[config.mk]
export PLATFORM = sky130hd
export DESIGN_NAME = golomb_result_reporter
export DESIGN_NICKNAME = d
export VERILOG_FILES = /design/src/rtl/golomb_result_reporter.sv
export SDC_FILE = /design/constraint.sdc
export NUM_CORES = 1
export LEC_CHECK = 0
export CAP_MARGIN = 20
export CORE_MARGIN = 2
export CORE_UTILIZATION = 25
export DETAILED_ROUTE_END_ITERATION = 12
export PLACE_DENSITY = 0.43
export SLEW_MARGIN = 20
export SYNTH_ARGS = -nofsm -noshare
export SYNTH_HDL_FRONTEND = slang
export SYNTH_SLANG_ARGS = --single-unit
[constraint.sdc]
create_clock -name clock -period 8.63 [get_ports clock]
set_clock_uncertainty 0.2 [all_clocks]
set_input_delay 1.2945 -clock clock [delete_from_list [all_inputs] [get_ports clock]]
set_output_delay 1.2945 -clock clock [all_outputs]
set_load 0.1 [all_outputs]
[src/rtl/golomb_result_reporter.sv]
// Buffers rulers from the search and streams them to the host as byte frames.
// Define GOLOMB_REPORT_CHECKSUM_EN to append an XOR checksum byte to every frame.
module golomb_result_reporter #(
  parameter int NUMPOSITIONS = 5,
  parameter int VALUE_WIDTH  = 9,
  parameter int FIFO_DEPTH   = 4
) (
  input  logic                                    clock,
  input  logic                                    RESET,
  input  logic [(NUMPOSITIONS+1)*VALUE_WIDTH-1:0] marks_in,
  input  logic                                    result_strobe,
  input  logic                                    search_done,
  output logic [7:0]                              tx_data,
  output logic                                    tx_valid,
  input  logic                                    tx_ready,
  output logic [$clog2(FIFO_DEPTH):0]             fifo_count,
  output logic                                    overflow,
  output logic                                    report_done
);

  localparam int NM = NUMPOSITIONS + 1;
  localparam int MW = NM * VALUE_WIDTH;
  localparam int AW = $clog2(FIFO_DEPTH);
  localparam int NB = 2 * NM;
  localparam int IW = $clog2(NB);

  typedef enum logic [2:0] {
    IDLE,
    HDR,
    TYPE,
    PAYLOAD,
`ifdef GOLOMB_REPORT_CHECKSUM_EN
    CHK,
`endif
    SUMMARY,
    FIN
  } state_t;

  state_t        state, state_d;
  logic [MW-1:0] mem [FIFO_DEPTH];
  logic [AW-1:0] wr_ptr, rd_ptr;
  logic [MW-1:0] frame, frame_d;
  logic [IW-1:0] idx, idx_d, last;
  logic          is_sum, is_sum_d;
  logic [7:0]    drop_cnt, seen_cnt;
  logic [7:0]    drop_lat, seen_lat;
  logic [7:0]    byte_d;
  logic          valid_d;
  logic          xfer, pop, start_sum;
  logic          take, full, wr;
  logic [MW-1:0] sel;
  logic [15:0]   mark;
`ifdef GOLOMB_REPORT_CHECKSUM_EN
  logic [7:0]    chk, chk_d;
`endif

  // Once the summary frame has begun, later rulers can never be reported.
  assign take = result_strobe && !is_sum && (state != FIN);
  assign full = fifo_count == (AW+1)'(FIFO_DEPTH);
  assign wr   = take && (!full || pop);

  always_comb begin
    state_d   = state;
    idx_d     = idx;
    is_sum_d  = is_sum;
    frame_d   = frame;
    pop       = 1'b0;
    start_sum = 1'b0;
    xfer      = tx_valid && tx_ready;
    last      = is_sum ? IW'(1) : IW'(NB - 1);
`ifdef GOLOMB_REPORT_CHECKSUM_EN
    chk_d = chk;
    if (xfer && (state == TYPE || state == PAYLOAD))
      chk_d = chk ^ tx_data;
`endif
    unique case (state)
      IDLE: begin
        idx_d = '0;
`ifdef GOLOMB_REPORT_CHECKSUM_EN
        chk_d = '0;
`endif
        // A strobe this cycle is not in the FIFO yet; wait so it precedes the summary.
        if (fifo_count != '0) begin
          pop      = 1'b1;
          frame_d  = mem[rd_ptr];
          is_sum_d = 1'b0;
          state_d  = HDR;
        end else if (search_done && !result_strobe) begin
          start_sum = 1'b1;
          is_sum_d  = 1'b1;
          state_d   = HDR;
        end
      end
      HDR: if (xfer) state_d = TYPE;
      TYPE: begin
        if (xfer) begin
          state_d = PAYLOAD;
          idx_d   = '0;
        end
      end
      PAYLOAD: begin
        if (xfer) begin
          if (idx == last)
`ifdef GOLOMB_REPORT_CHECKSUM_EN
            state_d = CHK;
`else
            state_d = is_sum ? FIN : IDLE;
`endif
          else
            idx_d = idx + 1'b1;
        end
      end
`ifdef GOLOMB_REPORT_CHECKSUM_EN
      CHK: if (xfer) state_d = is_sum ? FIN : IDLE;
`endif
      FIN: state_d = FIN;
      default: state_d = IDLE;
    endcase
  end

  // Output byte is computed from the next state so tx_data/tx_valid can be registered.
  always_comb begin
    sel     = frame_d >> ((NM - 1 - int'(idx_d >> 1)) * VALUE_WIDTH);
    mark    = '0;
    mark[VALUE_WIDTH-1:0] = sel[VALUE_WIDTH-1:0];
    byte_d  = 8'h00;
    valid_d = 1'b0;
    unique case (state_d)
      HDR: begin
        byte_d  = 8'hA5;
        valid_d = 1'b1;
      end
      TYPE: begin
        byte_d  = is_sum_d ? 8'h02 : 8'h01;
        valid_d = 1'b1;
      end
      PAYLOAD: begin
        valid_d = 1'b1;
        if (is_sum_d)
          byte_d = idx_d[0] ? seen_lat : drop_lat;
        else
          byte_d = idx_d[0] ? mark[7:0] : mark[15:8];
      end
`ifdef GOLOMB_REPORT_CHECKSUM_EN
      CHK: begin
        byte_d  = chk_d;
        valid_d = 1'b1;
      end
`endif
      default: begin
        byte_d  = 8'h00;
        valid_d = 1'b0;
      end
    endcase
  end

  always_ff @(posedge clock) begin
    if (RESET) begin
      state       <= IDLE;
      idx         <= '0;
      is_sum      <= 1'b0;
      frame       <= '0;
      wr_ptr      <= '0;
      rd_ptr      <= '0;
      fifo_count  <= '0;
      drop_cnt    <= '0;
      seen_cnt    <= '0;
      drop_lat    <= '0;
      seen_lat    <= '0;
      overflow    <= 1'b0;
      tx_data     <= 8'h00;
      tx_valid    <= 1'b0;
      report_done <= 1'b0;
`ifdef GOLOMB_REPORT_CHECKSUM_EN
      chk         <= '0;
`endif
    end else begin
      state       <= state_d;
      idx         <= idx_d;
      is_sum      <= is_sum_d;
      frame       <= frame_d;
      tx_data     <= byte_d;
      tx_valid    <= valid_d;
      report_done <= state_d == FIN;
`ifdef GOLOMB_REPORT_CHECKSUM_EN
      chk         <= chk_d;
`endif
      if (wr)
        wr_ptr <= wr_ptr + 1'b1;
      if (pop)
        rd_ptr <= rd_ptr + 1'b1;
      if (wr && !pop)
        fifo_count <= fifo_count + 1'b1;
      else if (pop && !wr)
        fifo_count <= fifo_count - 1'b1;
      if (take && seen_cnt != 8'hFF)
        seen_cnt <= seen_cnt + 1'b1;
      if (take && !wr) begin
        overflow <= 1'b1;
        if (drop_cnt != 8'hFF)
          drop_cnt <= drop_cnt + 1'b1;
      end
      if (start_sum) begin
        drop_lat <= drop_cnt;
        seen_lat <= seen_cnt;
      end
    end
  end

  always_ff @(posedge clock) begin
    if (wr)
      mem[wr_ptr] <= marks_in;
  end

endmodule
==> flow_summary.json <==
{
  "status": "finished clean",
  "detail_route.wirelength_um": 38720,
  "critPathLaunch": "tx_ready",
  "cts_tree": "built",
  "crit_path_end": "tx_data[7]",
  "maxSlewViolCount": 0,
  "leading_cell_types_by_total_area_after_synthesis": "edfxtp_1, dfxtp_1, mux4_2, mux2i_1, nand2_1",
  "hold_path_class": "reg -> reg",
  "reg2reg_to": "tx_data[7]",
  "fin_cells": 1976,
  "grt_antenna_before_repair": 0,
  "floorplan.die_area_um2": 60400,
  "internal-power_mw": 3.638,
  "cts_made_buffers": 40,
  "synth_cells": 1128,
  "p_per_area_nw_per_um2": 315.2,
  "gr-usage-all-layers_pct": 13.06,
  "worst-endpoint-arrival_ns": 6.33,
  "synth_cell_type_count": 77,
  "drv.max_cap_violation_count": 0,
  "worstMarginPinSlew_ns": 1.006,
  "number_of_sinks_handled_by_clock_tree_synthesis": 330,
  "clk_latency_ns": 0.55,
  "vdd_ir_drop_max_mv": 0.1309,
  "worst_setup_path_start_kind": "primary input",
  "fill_cells": 5908,
  "placeableCoreArea_um2": 57700,
  "drtPass1Iterations": 5,
  "edff_count_synth": 216,
  "first_iter_violations": 634,
  "pin_count": 73,
  "average_vias_per_placed_instance": 4.639,
  "yosys_warnings": 0,
  "gr-total-overflow": 0,
  "synth_seq_area_share_pct": 60.01,
  "maximum_number_of_pins_on_one_net_before_global_route_repair": 67,
  "ant_nets": 0,
  "final.min_clock_period_ns": 6.033,
  "die_x_um": 245.8,
  "route.vias.total": 9166,
  "syn_area_per_cell_um2": 12.95,
  "fraction_of_layout_cells_with_a_size_suffix_above_1_pct": 14.53,
  "p_leak_nw": 5.906,
  "placementRows": 88,
  "share_of_yosys_cell_area_claimed_by_the_top_area_cell_type_pct": 44.39,
  "crit_required_ns": 8.93,
  "cp-end-kind": "register",
  "hold_fix_buffers_at_cts": 0,
  "num_antenna_cells": 0,
  "r2r-start": "state[1]",
  "clkPwrFrac_pct": 31.7,
  "report.final.hold_viol_count": 0,
  "ff2ff_setup_slack_ns": 3.31,
  "yosys.area.top_type": "edfxtp_1",
  "gp_congestion": 0.8361,
  "total_setup_buffers_inserted_after_cts": 0,
  "worst_r2r_path_depth": 10,
  "clock.fmax_mhz": 165.8,
  "relSlewSlack_pct": 32.70,
  "first_global_vias": 9521,
  "synth_seq_cells": 330,
  "tns_ns": 0,
  "timing.final.setup_violations": 0,
  "detail_route.drc_violations": 0,
  "post-place-cells": 1903,
  "synthArstFlopShare_pct": 0,
  "cts.path.max_buffers": 3,
  "wire_length_of_the_first_global_routing_pass_um": 59910,
  "share_comb_of_total_power_pct": 31.0,
  "worstPathMaxFanout": 40,
  "layout-area-overhead-vs-synth_pct": 18.75,
  "routed_wire_length_per_instance_um": 19.60,
  "port_buffers": 72,
  "postSynthNetCount": 1199,
  "seq_power_share_pct": 37.3,
  "final_worst_path_period_share_pct": 69.91,
  "dp_hpwl_um": 25330,
  "rsz0062_at_grt": "false",
  "clk_root_buffer_cell": "clkbuf_16",
  "p_sw_mw": 1.832,
  "synth.cell_area_um2": 14610,
  "initial_utilization_pct": 25.33,
  "p_sw_share_pct": 33.50,
  "die-height_um": 245.8,
  "criticalPathCategory": "in -> reg",
  "cts_htree_levels": 2,
  "yosys_most_used_dff": "edfxtp_1",
  "clkTransAtPathRegs_ns": 0.06,
  "postCtsResizedCells": 0,
  "nets": 1251
}
==> logic make-up after synthesis <==
group	after synthesis	synth area share, %
buffers and inverters	87	3.040
xor gates and xnor gates	19	1.139
muxes	151	15.58
DFF	330	60.01
and+or+nand+nor	349	11.06
AOI/OAI and AO/OA	180	8.092
adders and majority gates	12	1.079
==> worst min-delay path by stage <==
stage / end / slack (ns) / cells after the start / from
5_1_grt: frame[46] / 0.27 / 2 / frame[46]
2_1_floorplan: frame[17] / 0.23 / 2 / frame[17]
4_1_cts: frame[46] / 0.25 / 2 / frame[46]
6_report: frame[46] / 0.25 / 2 / frame[46]
3_5_place_dp: frame[46] / 0.24 / 2 / frame[46]
3_3_place_gp: frame[46] / 0.24 / 2 / frame[46]
==> worst max-delay path, cell delays in order <==
cell	delay, ns
clkdlybuf4s50_1	0.57
and4b_1	0.41
nand4_2	0.46
nand2_4	0.62
inv_2	0.46
ha_1	0.96
inv_1	0.48
mux4_2	0.55
nand2b_1	0.16
a31oi_1	0.18
o31a_1	0.14
==> power groups by stage <==
stage / Sequential, mW / Combinational, mW / Clock, mW
final: 2.04 / 1.70 / 1.74
after global routing: 2.07 / 1.85 / 1.85
after CTS: 2.05 / 1.73 / 1.79
after detailed placement: 2.08 / 1.72 / 0
after global placement: 2.07 / 1.73 / 0
after floorplan: 2.11 / 1.15 / 0
==> synthesized netlist by cell type, types with 4 or more instances <==
cell      count
nor2_1      102
edfxtp_1    216
buf_6         7
buf_4        11
ha_1         11
xnor2_1       9
a31oi_1       8
mux4_2       59
buf_1         4
nor2b_1      22
buf_2        17
o211ai_1      5
and3_1        6
nand3_1      15
xor2_1       10
o21ai_0      20
o31ai_1       7
and2_1        9
mux2i_1      70
o22ai_1       5
or3_1         6
a311oi_1      4
a21oi_1      66
a211o_1       6
nand4_1       9
o21ai_1       4
inv_1         9
nor3_1       18
a22oi_1       4
a211oi_1     16
clkbuf_1     35
dfxtp_1     114
nand2_1     140
mux2_2       22
==> state kept, by name, summed over array words and instances, names as in the netlist, named ones only <==
signal	cells
rd_ptr	2
report_done	1
idx	4
frame	54
seen_cnt	8
seen_lat	8
tx_data	8
fifo_count	3
drop_cnt	8
wr_ptr	2
overflow	1
drop_lat	8
state	3
is_sum	1
tx_valid	1
mem	216
==> placed cells by master (no fill, tap or decap), types with 4 or more instances in the layout <==
cell,netlist,layout
and2_1,9,5
inv_1,9,9
clkbuf_1,35,11
xnor2_1,9,9
clkinv_2,0,5
edfxtp_1,216,216
nor3_1,18,18
a311oi_1,4,4
mux4_2,59,59
a211oi_1,16,16
and3_1,6,6
or3_1,6,6
nand3_1,15,15
clkinv_1,1,5
ha_1,11,10
a211o_1,6,6
o22ai_1,5,5
clkdlybuf4s50_1,0,71
nor2b_1,22,22
mux2_2,22,22
a22oi_1,4,4
bufinv_16,0,6
mux2i_1,70,70
a21oi_1,66,66
clkbuf_16,0,41
o21ai_0,20,20
nand2_1,140,140
dfxtp_1,114,112
a31oi_1,8,8
o31ai_1,7,7
nand4_1,9,9
buf_4,11,13
nor2_1,102,101
xor2_1,10,9
o211ai_1,5,5
o21ai_1,4,4
and2_2,0,4
==> per-stage QoR <==
stage | instance area (um^2) | util [%] | power (mW) | worst slack [ns] | hold WS [ns]
detailed placement | 16000 | 27.73 | 3.800 | 2.132 | 0.2441
global route | 17350 | 30.07 | 5.774 | 2.246 | 0.2702
global placement | 16000 | 27.73 | 3.805 | 2.221 | 0.2444
finish | 17350 | 30.07 | 5.470 | 2.597 | 0.2497
floorplan | 14610 | - | 3.263 | 3.620 | 0.2318
CTS | 17340 | 30.06 | 5.564 | 2.702 | 0.2520
==> layout make-up <==
type | count | area, um^2 | share of cell area (%)
sequential | 330 | 8773 | 50.56
multi-input combinational | 711 | 5416 | 31.22
clock buffer | 53 | 1081 | 6.230
tap | 765 | 957.2 | 5.516
timing repair buffer | 84 | 808.3 | 4.658
clock inverter | 20 | 264.0 | 1.521
inverter | 13 | 51.30 | 0.2956
==> routing by layer <==
| metal | vias to the layer above | track usage [%] | part of all wire [%] |
|---|---|---|---|
| li1 | 4332 | - | - |
| met1 | 4626 | 17.80 | 47 |
| met2 | 149 | 21.09 | 47 |
| met3 | 59 | 2.510 | 3.7 |
| met4 | 0 | 3.654 | 2.1 |
| met5 | - | 0 | 0 |
Note: power is estimated with default switching activity, not from simulation.
